[src/rtl/imm_extend_if.sv]
// Handshake bundle for imm_extend_pipe: decode-side operand channel and execute-side result channel.
// master = surrounding pipeline (drives operands, accepts results); slave = the extender.
interface imm_extend_if #(
  parameter int unsigned IN_W  = 16,
  parameter int unsigned OUT_W = 32,
  parameter int unsigned TAG_W = 5
);
  logic             in_valid;
  logic             in_ready;
  logic [IN_W-1:0]  in_data;
  logic [2:0]       in_mode;
  logic [TAG_W-1:0] in_tag;
  logic             out_valid;
  logic             out_ready;
  logic [OUT_W-1:0] out_data;
  logic [TAG_W-1:0] out_tag;
  logic             out_err;

  modport master (
    output in_valid, in_data, in_mode, in_tag, out_ready,
    input  in_ready, out_valid, out_data, out_tag, out_err
  );

  modport slave (
    input  in_valid, in_data, in_mode, in_tag, out_ready,
    output in_ready, out_valid, out_data, out_tag, out_err
  );
endinterface

[src/rtl/imm_extend_pipe.sv]
// Pipelined immediate extender with a 2-entry skid buffer (head + skid) behind valid/ready.
// Optional IMM_EXTEND_STATS_EN adds handshake/error counters stat_count and stat_err.
module imm_extend_pipe #(
  parameter int unsigned IN_W  = 16,
  parameter int unsigned OUT_W = 32,
  parameter int unsigned TAG_W = 5
) (
  input  logic        clk,
  input  logic        rst_n,
`ifdef IMM_EXTEND_STATS_EN
  output logic [31:0] stat_count,
  output logic [15:0] stat_err,
`endif
  imm_extend_if.slave bus
);

  if (IN_W < 8 || IN_W >= OUT_W) begin : g_bad_width
    $error("imm_extend_pipe: IN_W must satisfy 8 <= IN_W < OUT_W");
  end

  localparam logic [2:0] ModeSext  = 3'd0;
  localparam logic [2:0] ModeZext  = 3'd1;
  localparam logic [2:0] ModeUpper = 3'd2;
  localparam logic [2:0] ModeSextB = 3'd3;
  localparam logic [2:0] ModeZextB = 3'd4;

  typedef enum logic [1:0] {StEmpty, StOne, StFull} state_e;

  state_e           state_q, state_d;
  logic             in_ready_q, in_ready_d;
  logic             out_valid_q, out_valid_d;
  logic [OUT_W-1:0] head_data_q, head_data_d, skid_data_q, skid_data_d;
  logic [TAG_W-1:0] head_tag_q, head_tag_d, skid_tag_q, skid_tag_d;
  logic             head_err_q, head_err_d, skid_err_q, skid_err_d;

  logic [OUT_W-1:0] ext_data;
  logic             ext_err;
  logic             accept;
  logic             drain;

  always_comb begin
    ext_data = '0;
    ext_err  = 1'b0;
    case (bus.in_mode)
      ModeSext:  ext_data = {{(OUT_W-IN_W){bus.in_data[IN_W-1]}}, bus.in_data};
      ModeZext:  ext_data = {{(OUT_W-IN_W){1'b0}}, bus.in_data};
      ModeUpper: ext_data = {bus.in_data, {(OUT_W-IN_W){1'b0}}};
      ModeSextB: ext_data = {{(OUT_W-8){bus.in_data[7]}}, bus.in_data[7:0]};
      ModeZextB: ext_data = {{(OUT_W-8){1'b0}}, bus.in_data[7:0]};
      default:   ext_err  = 1'b1;
    endcase
  end

  assign accept = bus.in_valid && in_ready_q;
  assign drain  = out_valid_q && bus.out_ready;

  always_comb begin
    state_d     = state_q;
    head_data_d = head_data_q;
    head_tag_d  = head_tag_q;
    head_err_d  = head_err_q;
    skid_data_d = skid_data_q;
    skid_tag_d  = skid_tag_q;
    skid_err_d  = skid_err_q;
    unique case (state_q)
      StEmpty: begin
        if (accept) begin
          head_data_d = ext_data;
          head_tag_d  = bus.in_tag;
          head_err_d  = ext_err;
          state_d     = StOne;
        end
      end
      StOne: begin
        if (accept && drain) begin
          head_data_d = ext_data;
          head_tag_d  = bus.in_tag;
          head_err_d  = ext_err;
        end else if (accept) begin
          skid_data_d = ext_data;
          skid_tag_d  = bus.in_tag;
          skid_err_d  = ext_err;
          state_d     = StFull;
        end else if (drain) begin
          state_d = StEmpty;
        end
      end
      StFull: begin
        // in_ready is low here, so only a drain can happen.
        if (drain) begin
          head_data_d = skid_data_q;
          head_tag_d  = skid_tag_q;
          head_err_d  = skid_err_q;
          state_d     = StOne;
        end
      end
      default: state_d = StEmpty;
    endcase
    in_ready_d  = (state_d != StFull);
    out_valid_d = (state_d != StEmpty);
  end

  always_ff @(posedge clk or negedge rst_n) begin
    if (!rst_n) begin
      state_q     <= StEmpty;
      in_ready_q  <= 1'b1;
      out_valid_q <= 1'b0;
      head_data_q <= '0;
      head_tag_q  <= '0;
      head_err_q  <= 1'b0;
      skid_data_q <= '0;
      skid_tag_q  <= '0;
      skid_err_q  <= 1'b0;
    end else begin
      state_q     <= state_d;
      in_ready_q  <= in_ready_d;
      out_valid_q <= out_valid_d;
      head_data_q <= head_data_d;
      head_tag_q  <= head_tag_d;
      head_err_q  <= head_err_d;
      skid_data_q <= skid_data_d;
      skid_tag_q  <= skid_tag_d;
      skid_err_q  <= skid_err_d;
    end
  end

  assign bus.in_ready  = in_ready_q;
  assign bus.out_valid = out_valid_q;
  assign bus.out_data  = head_data_q;
  assign bus.out_tag   = head_tag_q;
  assign bus.out_err   = head_err_q;

`ifdef IMM_EXTEND_STATS_EN
  logic [31:0] stat_count_q, stat_count_d;
  logic [15:0] stat_err_q, stat_err_d;

  always_comb begin
    stat_count_d = stat_count_q;
    stat_err_d   = stat_err_q;
    if (drain) begin
      stat_count_d = stat_count_q + 32'd1;
      if (head_err_q && (stat_err_q != 16'hFFFF)) begin
        stat_err_d = stat_err_q + 16'd1;
      end
    end
  end

  always_ff @(posedge clk or negedge rst_n) begin
    if (!rst_n) begin
      stat_count_q <= '0;
      stat_err_q   <= '0;
    end else begin
      stat_count_q <= stat_count_d;
      stat_err_q   <= stat_err_d;
    end
  end

  assign stat_count = stat_count_q;
  assign stat_err   = stat_err_q;
`endif

endmodule

[src/flat_wrapper.sv]
// flat-port wrapper written by rule: the top's interface ports become plain ports
module imm_extend_pipe_flat 
#(
  parameter int unsigned IN_W  = 16,
  parameter int unsigned OUT_W = 32,
  parameter int unsigned TAG_W = 5
)
  (clk, rst_n, bus_in_valid, bus_in_data, bus_in_mode, bus_in_tag, bus_out_ready, bus_in_ready, bus_out_valid, bus_out_data, bus_out_tag, bus_out_err);
  imm_extend_if #(.IN_W(IN_W), .OUT_W(OUT_W), .TAG_W(TAG_W)) bus_i ();
  input  logic clk;
  input  logic rst_n;
  input wire logic [$bits(bus_i.in_valid)-1:0] bus_in_valid;
  input wire logic [$bits(bus_i.in_data)-1:0] bus_in_data;
  input wire logic [$bits(bus_i.in_mode)-1:0] bus_in_mode;
  input wire logic [$bits(bus_i.in_tag)-1:0] bus_in_tag;
  input wire logic [$bits(bus_i.out_ready)-1:0] bus_out_ready;
  output wire logic [$bits(bus_i.in_ready)-1:0] bus_in_ready;
  output wire logic [$bits(bus_i.out_valid)-1:0] bus_out_valid;
  output wire logic [$bits(bus_i.out_data)-1:0] bus_out_data;
  output wire logic [$bits(bus_i.out_tag)-1:0] bus_out_tag;
  output wire logic [$bits(bus_i.out_err)-1:0] bus_out_err;
  assign bus_i.in_valid = bus_in_valid;
  assign bus_i.in_data = bus_in_data;
  assign bus_i.in_mode = bus_in_mode;
  assign bus_i.in_tag = bus_in_tag;
  assign bus_i.out_ready = bus_out_ready;
  assign bus_in_ready = bus_i.in_ready;
  assign bus_out_valid = bus_i.out_valid;
  assign bus_out_data = bus_i.out_data;
  assign bus_out_tag = bus_i.out_tag;
  assign bus_out_err = bus_i.out_err;
  imm_extend_pipe #(.IN_W(IN_W), .OUT_W(OUT_W), .TAG_W(TAG_W)) u_core (.clk(clk), .rst_n(rst_n), .bus(bus_i));
endmodule
[config.mk]
export PLATFORM = sky130hd
export DESIGN_NAME = imm_extend_pipe_flat
export DESIGN_NICKNAME = d
export VERILOG_FILES = /design/src/rtl/imm_extend_if.sv /design/src/rtl/imm_extend_pipe.sv /design/src/flat_wrapper.sv
export SDC_FILE = /design/constraint.sdc
export NUM_CORES = 1
export LEC_CHECK = 0
export CAP_MARGIN = 15
export CORE_MARGIN = 2
export CORE_UTILIZATION = 48
export DETAILED_ROUTE_END_ITERATION = 12
export GPL_TIMING_DRIVEN = 0
export PLACE_DENSITY = 0.83
export SLEW_MARGIN = 0
export SYNTH_ARGS = -nofsm -noshare
export SYNTH_HDL_FRONTEND = slang
export SYNTH_SLANG_ARGS = --single-unit
[constraint.sdc]
create_clock -name clk -period 1.75 [get_ports clk]
set_input_delay 0.35 -clock clk [delete_from_list [all_inputs] [get_ports clk]]
set_output_delay 0.35 -clock clk [all_outputs]
set_load 0.02 [all_outputs]
==> impl_metrics.json <==
{
  "totalWireLength_um": 8650,
  "antenna_violations_before_repair": 0,
  "final_hold_viol_count": 0,
  "layout_common_cells": "78 x sky130_fd_sc_hd__dfrtp_1, 63 x sky130_fd_sc_hd__nand2_1, 59 x sky130_fd_sc_hd__clkdlybuf4s50_1",
  "floorplan.die_area_sq_mm": 0.00878,
  "clock_power_share_pct": 17.7,
  "number_of_nets_in_the_layout": 457,
  "yosys.cell_types.count": 25,
  "cp-end-kind": "flip-flop",
  "fin_hold_ws_ns": 0.464,
  "maxClockFrequency_ghz": 0.558,
  "synth_warnings": 0,
  "grt_setup_unrepaired": "true",
  "postLayoutCoreUtil_pct": 64.9,
  "antennaDiodeCount": 0,
  "tritoncts": "yes",
  "failed_checks": "negative setup slack",
  "rows": 32,
  "timing.slew.headroom_pct": 63.1,
  "clkLatencyLatePin_ns": 0.35,
  "synthCells": 338,
  "worst-path-max-fanout": 10,
  "timing.critical_path.from_type": "flip-flop",
  "area_growth_syn_to_layout_pct": 30.6,
  "worst_path_largest_cell_delay_ns": 0.56,
  "power.leakage_uw": 0.00235,
  "route.vias.total": 2951,
  "synth_top_area_share_pct": 51.2,
  "seq_power_share_pct": 38.5,
  "grt_pass1_wl_um": 14200,
  "grt.total_usage_pct": 21.0,
  "critPathArrivalTime_ns": 2.03,
  "initialDrtViolationCount": 182,
  "finalSetupViolations": 22,
  "finalSetupTns_ns": -0.431,
  "critPathTopFamily": "flip-flops",
  "via_per_instance_ratio": 5.51,
  "synth_area_leaders": "sky130_fd_sc_hd__dfrtp_1 51%, sky130_fd_sc_hd__mux2_2 15%, sky130_fd_sc_hd__mux2_4 7.8%",
  "grt_max_degree": 51,
  "powerDensity_mw_per_mm2": 1490,
  "placer_s_final_routability_congestion_estimate": 0.876,
  "critical_path_buf_inv_count": 2,
  "period_minus_slack_ns": 1.79,
  "coreArea_sq_mm": 0.00777,
  "run_status": "complete, but fails checks",
  "clock_skew_ns": 0.00584,
  "drive_gt1_share_pct": 28.8,
  "worstPathCellList": "and3b_2 -> o211ai_2 -> o31ai_2 -> buf_6 -> buf_12 -> mux2_4",
  "ctsLongestPathBuffers": 2,
  "most_common_cell_after_layout_fill_and_taps_aside": "sky130_fd_sc_hd__dfrtp_1",
  "start_util_pct": 49.7,
  "max_slew.worst_pin.slew_ns": 0.537,
  "summed_instance_area_of_the_synthesized_netlist_sq_mm": 0.00386,
  "postSynthAreaPerCell_sq_um": 11.4,
  "criticalPathCategory": "flip-flop to flip-flop",
  "routedWlPerCell_um": 16.1,
  "postLayoutSetupSlackWorst_ns": -0.0422,
  "synth-seq-cells": 80,
  "num_io_pins": 68,
  "grt_remaining_overflow": 0,
  "cts.sinks": 80,
  "power_frac_comb_pct": 43.8,
  "floorplan.die.height_um": 93.7,
  "period_utilization_post_route_pct": 102,
  "seq_area_frac_synth_pct": 51.9,
  "cts.htree.levels": 3,
  "clock_root_buffer": "sky130_fd_sc_hd__clkbuf_8",
  "hp-class": "input pin to async pin",
  "critical-path-slowest-cell": "sky130_fd_sc_hd__dfstp_2",
  "cellInternalPower_uw": 5000,
  "synth_nets": 366,
  "timing.critical_path.required_ns": 1.99,
  "ant_nets": 0,
  "power.share.switching_pct": 33.4,
  "drv_cap": 0,
  "ir_drop_mv": 0.773,
  "yosysTopAreaCell": "sky130_fd_sc_hd__dfrtp_1",
  "port_buffers": 66,
  "drt_drc_violations_left": 0,
  "cts.clk_slew.worst_paths_ns": 0.08,
  "cts-buffers-inserted": 9,
  "dpl.hpwl_um": 6110,
  "net-switching-power_uw": 2510,
  "timing_max_transition_violations_final": 0,
  "detailedRoute.firstPassIterationCount": 4,
  "die_x_um": 93.7,
  "first_global_vias": 2964
}
layer usage:
metal | part of all wire, % | vias to the layer above | track usage, %
met2 | 47 | 115 | 32.8
met1 | 43 | 1438 | 26.9
li1 | - | 1363 | -
met5 | 0 | - | 0
met4 | 4.8 | 0 | 13.9
met3 | 4.5 | 35 | 3.53
per-stage QoR:
stage / cell area [sq um] / power [uW] / std cells / worst slack (ns)
after detailed placement: 4680 / 6000 / 507 / -0.625
after global routing: 5040 / 7920 / 536 / -0.0805
after global placement: 4660 / 5880 / 506 / -2.35
after floorplan: 3870 / 4850 / 338 / -0.0307
final: 5040 / 7520 / 536 / -0.0422
after CTS: 5000 / 7480 / 535 / -0.0389
flip-flops by register name, summed over array words and instances (netlist names):
| register | cells |
|---|---|
| u_core.state_q | 2 |
| u_core.skid_tag_q | 5 |
| u_core.bus.out_valid | 1 |
| u_core.skid_data_q | 32 |
| u_core.bus.out_err | 1 |
| u_core.skid_err_q | 1 |
| u_core.bus.out_data | 32 |
| u_core.bus.out_tag | 5 |
| u_core.bus.in_ready | 1 |
synthesized netlist by cell type:
cell type / number
sky130_fd_sc_hd__mux2_2: 51
sky130_fd_sc_hd__inv_1: 3
sky130_fd_sc_hd__a22oi_1: 1
sky130_fd_sc_hd__o21ai_0: 45
sky130_fd_sc_hd__buf_2: 5
sky130_fd_sc_hd__and3b_1: 1
sky130_fd_sc_hd__buf_4: 2
sky130_fd_sc_hd__a21oi_1: 12
sky130_fd_sc_hd__o31ai_1: 11
sky130_fd_sc_hd__buf_1: 1
sky130_fd_sc_hd__nand2_1: 63
sky130_fd_sc_hd__a21boi_0: 1
sky130_fd_sc_hd__nor2b_1: 1
sky130_fd_sc_hd__a21o_1: 1
sky130_fd_sc_hd__nand2b_1: 3
sky130_fd_sc_hd__nor2_1: 2
sky130_fd_sc_hd__dfrtp_1: 79
sky130_fd_sc_hd__dfstp_2: 1
sky130_fd_sc_hd__or4b_4: 1
sky130_fd_sc_hd__mux2i_1: 15
sky130_fd_sc_hd__and3_1: 1
sky130_fd_sc_hd__mux2_4: 20
sky130_fd_sc_hd__clkbuf_1: 15
sky130_fd_sc_hd__buf_6: 2
sky130_fd_sc_hd__o211ai_2: 1
repair_timing:
action                                 4_1_cts  5_1_grt
resized for setup                           23       19
setup endpoints to repair                   53       56
hold buffers                                 1        0
endpoints found under the hold margin       30        0
gates cloned                                 1        0
setup buffers                               10        2
layout make-up:
type / instances / area, sq um
Multi-Input combinational cell: 230 / 1750
Tap cell: 102 / 128
Clock inverter: 4 / 45.0
Sequential cell: 80 / 2000
Clock buffer: 12 / 145
Timing Repair Buffer: 81 / 795
Fill cell: 589 / 2720
Buffer: 24 / 166
Inverter: 3 / 11.3
final timing paths:
kind,slack [ns],from,depth (start not counted),to
worst max-delay path,-0.04,u_core.bus.in_ready$_DFF_PN1_,6,u_core.bus.out_data[19]$_DFFE_PN0P_
worst min-delay path,0.46,rst_n,2,u_core.bus.out_data[4]$_DFFE_PN0P_
worst max register to register,-0.04,u_core.bus.in_ready$_DFF_PN1_,6,u_core.bus.out_data[19]$_DFFE_PN0P_
worst min register to register,0.48,u_core.skid_data_q[10]$_DFFE_PN0P_,2,u_core.skid_data_q[10]$_DFFE_PN0P_
max in group asynchronous,0.68,rst_n,3,u_core.bus.in_ready$_DFF_PN1_
min in group clk,0.48,bus_in_data[15],3,u_core.skid_data_q[31]$_DFFE_PN0P_
kinds of logic after synthesis:
group	synth area share (%)
AOI/OAI and AO/OA	10.4
buffers and inverters	3.47
DFF	51.9
muxes	26.5
and+or+nand+nor	7.71
power groups by stage:
stage          Clock [uW]  Sequential (uW)  Combinational [uW]
5_1_grt              1430             2980                3510
3_5_place_dp            0             2910                3090
3_3_place_gp            0             2870                3010
6_report             1330             2890                3290
4_1_cts              1360             2880                3240
2_1_floorplan           0             3240                1610
worst reg2reg max path, stage by stage (launching register included):
cell	delay, ns
sky130_fd_sc_hd__dfstp_2	0.56
sky130_fd_sc_hd__and3b_2	0.22
sky130_fd_sc_hd__o211ai_2	0.10
sky130_fd_sc_hd__o31ai_2	0.10
sky130_fd_sc_hd__buf_6	0.22
sky130_fd_sc_hd__buf_12	0.17
sky130_fd_sc_hd__mux2_4	0.31
No activity file was read; power rests on OpenSTA's default activity.
